## src/rtl/moore_step_counter.sv

```systemverilog
// rtl/moore_step_counter.sv - modulo-N up/down step counter with wrap/saturate, edge detect and load
module moore_step_counter #(
  parameter int N_STATES  = 3,
  parameter int W         = 2,
  parameter int SATURATE  = 0,
  parameter int EDGE_MODE = 0,
  parameter int INIT      = 0
) (
  input  logic         clk,
  input  logic         rst,
  input  logic         in,
  input  logic         dir,
  input  logic         load,
  input  logic [W-1:0] load_val,
  output logic [W-1:0] state_out,
  output logic         wrap,
  output logic         at_max,
  output logic         at_min
);

  localparam logic [W-1:0] MAX_S  = W'(N_STATES - 1);
  localparam logic [W-1:0] INIT_S = W'(INIT);
  localparam logic [W-1:0] ONE    = W'(1);
  localparam logic [W-1:0] ZERO   = '0;

  logic [W-1:0] state_q, state_d;
  logic         wrap_q, wrap_d;
  logic         in_d;
  logic         step;

  // State, event flag and input-history registers
  always_ff @(posedge clk) begin
    if (rst) begin
      state_q <= INIT_S;
      wrap_q  <= 1'b0;
      in_d    <= 1'b0;
    end else begin
      state_q <= state_d;
      wrap_q  <= wrap_d;
      in_d    <= in;
    end
  end

  // Next state: load beats step; an illegal state recovers to INIT; limits wrap or hold
  always_comb begin
    state_d = state_q;
    wrap_d  = 1'b0;
    step    = (EDGE_MODE != 0) ? (in & ~in_d) : in;
    if (load) begin
      state_d = (load_val > MAX_S) ? MAX_S : load_val;
    end else if (state_q > MAX_S) begin
      state_d = INIT_S;
    end else if (step) begin
      if (dir) begin
        if (state_q == MAX_S) begin
          wrap_d  = 1'b1;
          state_d = (SATURATE != 0) ? MAX_S : ZERO;
        end else begin
          state_d = state_q + ONE;
        end
      end else begin
        if (state_q == ZERO) begin
          wrap_d  = 1'b1;
          state_d = (SATURATE != 0) ? ZERO : MAX_S;
        end else begin
          state_d = state_q - ONE;
        end
      end
    end
  end

  assign state_out = state_q;
  assign wrap      = wrap_q;
  assign at_max    = (state_q == MAX_S);
  assign at_min    = (state_q == ZERO);

endmodule

```

## config.mk

```make
export PLATFORM = sky130hd
export DESIGN_NAME = moore_step_counter
export DESIGN_NICKNAME = d
export VERILOG_FILES = /design/src/rtl/moore_step_counter.sv
export SDC_FILE = /design/constraint.sdc
export NUM_CORES = 1
export LEC_CHECK = 0
export ABC_AREA = 1
export BUFFER_PORTS_ARGS = -buffer_cell sky130_fd_sc_hd__buf_2
export CAP_MARGIN = 20
export CORE_AREA = 2 2 39 41
export CTS_CLUSTER_SIZE = 10
export DETAILED_ROUTE_END_ITERATION = 7
export DIE_AREA = 0 0 41 43
export GPL_TIMING_DRIVEN = 0
export MAX_ROUTING_LAYER = met4
export PLACE_DENSITY = 0.51
export SYNTH_ARGS = -nofsm -noshare
export SYNTH_HDL_FRONTEND = slang
export SYNTH_SLANG_ARGS = --single-unit
```

## constraint.sdc

```tcl
create_clock -name clk -period 1.1 [get_ports clk]
set_input_delay 0.11 -clock clk [delete_from_list [all_inputs] [get_ports clk]]
set_output_delay 0.11 -clock clk [all_outputs]
set_load 0.05 [all_outputs]
```

=== Yosys cells after proc, flatten, opt, wreduce, memory -nomap -nowiden ===
Index checks and enable logic that the tools add are counted.

* Register bits: 3
* Word-level logic and storage cells: 21
* Output and inout bits: 5
* Input port bits: 7

* Equal/unequal tests: 1
* Reduce and logical (&&, ||, !) cells: 3
* Bitwise gates (word level): 1
* Magnitude comparators: 2
* Mux-type cells: 10
* Add/subtract/negate cells: 2

{| class="wikitable"
|+ Operators with widths
! kind !! number
|-
| $mux 2 || 7
|-
| $gt 2x2->1 const B || 2
|-
| $reduce_or 4->1 || 1
|-
| $mux 1 || 3
|-
| $reduce_bool 3->1 || 1
|-
| $add 2x1->2 const B || 1
|-
| $eq 2x2->1 const B || 1
|-
| $logic_not 2->1 || 1
|-
| $sub 2x1->2 const B || 1
|-
| $not 1->1 || 1
|}

=== Depth between registers and ports, before layout ===
* Word-level depth: 6
* Depth in mapped cells: 8
* Gate-level depth less buffers: 8

=== Least setup slack after synthesis ===
Ideal clock, no wire load.

* Path kind: reg2reg
* Start: reg state_q[0] (netlist: state_out[0])
* End: reg state_q[0] (netlist: state_out[0])
* Required time: 0.984 ns
* Buffers on the path: 0
* Stages on the path, launching flop included: 9
* Setup slack: -0.631 ns
* Library setup time: 0.116 ns
* Arrival: 1.615 ns
* Clock period less this slack: 1.731 ns
* Cells stage by stage: dfxtp_1 -> inv_1 -> ha_1 -> inv_1 -> nand2_1 -> nand2_2 -> nor2_2 -> nor2_1 -> nor2_2

* Cells in the longest elaborated chain, start to end: 6
* Elaborated cells on any way between the ends: 12
* Classes of those cells: 2 x add/sub; 1 x order compare; 1 x eq/ne; 6 x mux; 2 x reduce/logical

{| class="wikitable"
|+ Ends and longest elaborated chain
! element !! line !! RTL
|-
| from (decl) || 26 || <nowiki>logic [W-1:0] state_q, state_d;</nowiki>
|-
| from (signal assigned) || 38 || <nowiki>state_q <= state_d;</nowiki>
|-
| $logic_not 2->1 || - ||
|-
| net at_min || 18 || <nowiki>output logic at_min</nowiki>
|-
| $mux 2 || 62 || <nowiki>if (state_q == ZERO) begin</nowiki>
|-
| $mux 2 || 54 || <nowiki>if (dir) begin</nowiki>
|-
| $mux 2 || 53 || <nowiki>end else if (step) begin</nowiki>
|-
| $mux 2 || 51 || <nowiki>end else if (state_q > MAX_S) begin</nowiki>
|-
| $mux 2 || 49 || <nowiki>if (load) begin</nowiki>
|}

The timed path passes the listed nets, and every way through them passes these cells. The select of a mux whose other input is x is not followed.
A chain may end at the register's enable or synchronous reset.

=== Worst setup path in the final report ===
* Start: reg state_q[0] (netlist: state_out[0])
* End: out at_max

* Cells in the longest elaborated chain, start to end: 1

{| class="wikitable"
|+ Ends and longest elaborated chain
! element !! line !! RTL
|-
| $eq 2x2->1 || 74 || <nowiki>assign at_max = (state_q == MAX_S);</nowiki>
|-
| to (decl) || 17 || <nowiki>output logic at_max,</nowiki>
|}

Every way passes these cells.

==> impl_metrics.tcl <==
set metrics [dict create \
    multi_input_area_um2 205 \
    dieArea_um2 1760 \
    num-fill-cells 148 \
    synth_nets 50 \
    place_area_um2 370 \
    syn_inst 39 \
    ys_ff_latch 3 \
    clk_latency_ns 0.22 \
    antenna_found_initial 0 \
    synthAdderAreaFrac_pct 19.4 \
    rows 14 \
    die_h_um 43 \
    maxCapViolations 0 \
    relSlewSlack_pct 83.3 \
    run_status "complete, no violations" \
    cts_root_buf "clkbuf_4" \
    peakVddDrop_mv 0.498 \
    ios 12 \
    finalHoldViolCount 0 \
    critPathTopFamily "flip-flops" \
    syn_avg_cell_area_um2 6.61 \
    diodes 0 \
    coreArea_um2 1380 \
    num_vias 284 \
    worst-path-stages 3 \
    numCtsBuffers 3 \
    postLayoutCoreUtil_pct 32.6 \
    ant_nets 0 \
    reg2reg_setup_slack_ns 0.03 \
    synth-compound-area-share_pct 7.77 \
    ys_seq_area_share_pct 23.3 \
    io_buffers 11 \
    drv_slew 0 \
    reg2reg_to "state_out[0]" \
    gp_congestion 0.757 \
    path_cells "inv_4 -> ha_4 -> buf_6" \
    r2r-start "state_out[0]" \
    synth_simple_gate_area_share_pct 36.4 \
    worst_pin_slew_ns 0.252 \
    fmax_mhz 928 \
    drc 0 \
    instances_no_fill 73 \
    finalCritPeriodShare_pct 97.9 \
    drt_iter0_drc 7 \
    grt_util_all_layers_pct 6.36 \
    synth_top_family_by_area "simple AND/OR/NAND/NOR gates" \
    dp_cells 66 \
    hpwl_um 433 \
    worstPathArrival_ns 0.97 \
    routed_wl_um 559 \
    yosys.area_share.xor_xnor_pct 0 \
    tns_ns 0 \
    worst_setup_path_start_kind "register" \
    mappedNetlistArea_um2 258 \
    ys_types 12 \
    fp.dieW_um 41 \
    cts_buffer_depth 2 \
    rsz0062_at_grt "true" \
    grt_pass1_vias 205 \
    vias_per_cell 3.89 \
    end_kind "output port" \
    cts.sinks 3 \
    overflow 0 \
    regArea_um2 67.6 \
    cp_slowest_stage_delay_ns 0.38 \
    cp_slowest_cell "dfxtp_4" \
    critPathKind "register to output port" \
    cellLeakagePower_uw 0.000230 \
    drt_first_pass_iters 4 \
    clkTransAtPathRegs_ns 0.03 \
    area_growth_pct 75.2 \
    p_per_area_nw_per_um2 1180 \
    fin_nets 69 \
    final_area_um2 452 \
    cp.required_ns 0.99 \
    path_buf_inv 2 \
    crit_end "at_max" \
    r2r_cells 8 \
    post_drt_wl_per_cell_um 7.66 \
    muxShareOfSynthArea_pct 0 \
    synth_warnings 0 \
    drive_above_1_share_pct 54.4 \
    period_minus_slack_ns 1.08 \
    whs_path_depth 4 \
    cts_tree "built" \
    grt_pass1_wl_um 772 \
    crit_path_start "state_out[0]" \
    grt_max_degree 7 \
    hold_path.class "primary input to register" \
    crit_fanout 5 \
    initial_core_util_pct 18.6 \
    htreeDepth 1 \
    fin_skew_ns 0.00408 \
    setup_viol 0 \
]
## cell families after synthesis
group	count (synthesis)
buffers and inverters	9
DFF	3
adders and majority gates	4
and+or+nand+nor	19
AOI/OAI and AO/OA	4
## flip-flops by register name (all words and copies together) (netlist names)
register / count
state_out: 2
wrap: 1
## per-stage QoR
stage / power (uW) / hold WS, ns / worst slack [ns]
3_5_place_dp: 311 / 0.374 / -0.0460
2_1_floorplan: 282 / 0.254 / -0.0920
6_report: 531 / 0.151 / 0.0227
4_1_cts: 512 / 0.149 / -0.00657
3_3_place_gp: 311 / 0.375 / -0.0473
5_1_grt: 577 / 0.161 / -0.0313
## layout by cell type (no fill, tap or decap), drive strengths merged
cell type,Yosys,layout
nor2,6,6
inv,9,9
nand2,9,9
a21oi,2,2
clkbuf,0,4
nand3,4,4
buf,0,14
dfxtp,3,3
ha,4,4
o21ai,2,2
## cell type report
class / count / area share (%)
Multi-Input combinational cell: 27 / 45.4
Timing Repair Buffer: 14 / 20.8
Sequential cell: 3 / 15.0
Inverter: 9 / 8.59
Clock buffer: 4 / 5.82
Tap cell: 16 / 4.43
## per-layer routing
metal | vias to the layer above | GRT usage [%] | part of all wire [%]
met5 | - | - | 0
met4 | 0 | 2.00 | 0
met1 | 124 | 9.24 | 49
met3 | 0 | 1.57 | 4.3
li1 | 154 | - | -
met2 | 6 | 8.44 | 47
## tightest hold or removal path, delay by kind of cell
kind                   cells  cell delay (ns)
AO/OA/AOI/OAI              1             0.06
buffers and inverters      2             0.12
AND/OR/NAND/NOR            1             0.04
## how the worst min path moves through the flow
stage              endpoint  from  slack (ns)
2_1_floorplan          wrap    in        0.25
3_3_place_gp   state_out[1]   rst        0.38
3_5_place_dp   state_out[1]   rst        0.37
4_1_cts        state_out[1]   rst        0.15
5_1_grt                wrap    in        0.16
6_report       state_out[0]   rst        0.15
## power breakdown
part,internal [uW],switching [uW]
registers,118,15.9
logic,86.3,128
clock network,135,47.5
total,340,192
## cells in the mapped netlist
cell type	number	share of area (%)
nor2_2	2	4.9
nand2_1	7	10
a21oi_1	2	3.9
nand2_2	2	4.9
o21ai_0	1	1.9
nor2_4	1	4.4
dfxtp_1	3	23
nand3_1	4	7.8
nor2_1	3	4.4
inv_1	9	13
ha_1	4	19
o21ai_1	1	1.9
## timing repair
item                       CTS  global route
resized for setup            5             3
hold buffers                 0             0
pin swaps                    1             2
setup buffers                0             3
setup endpoints to repair    3             3
Power figures use the tool's default switching activity.
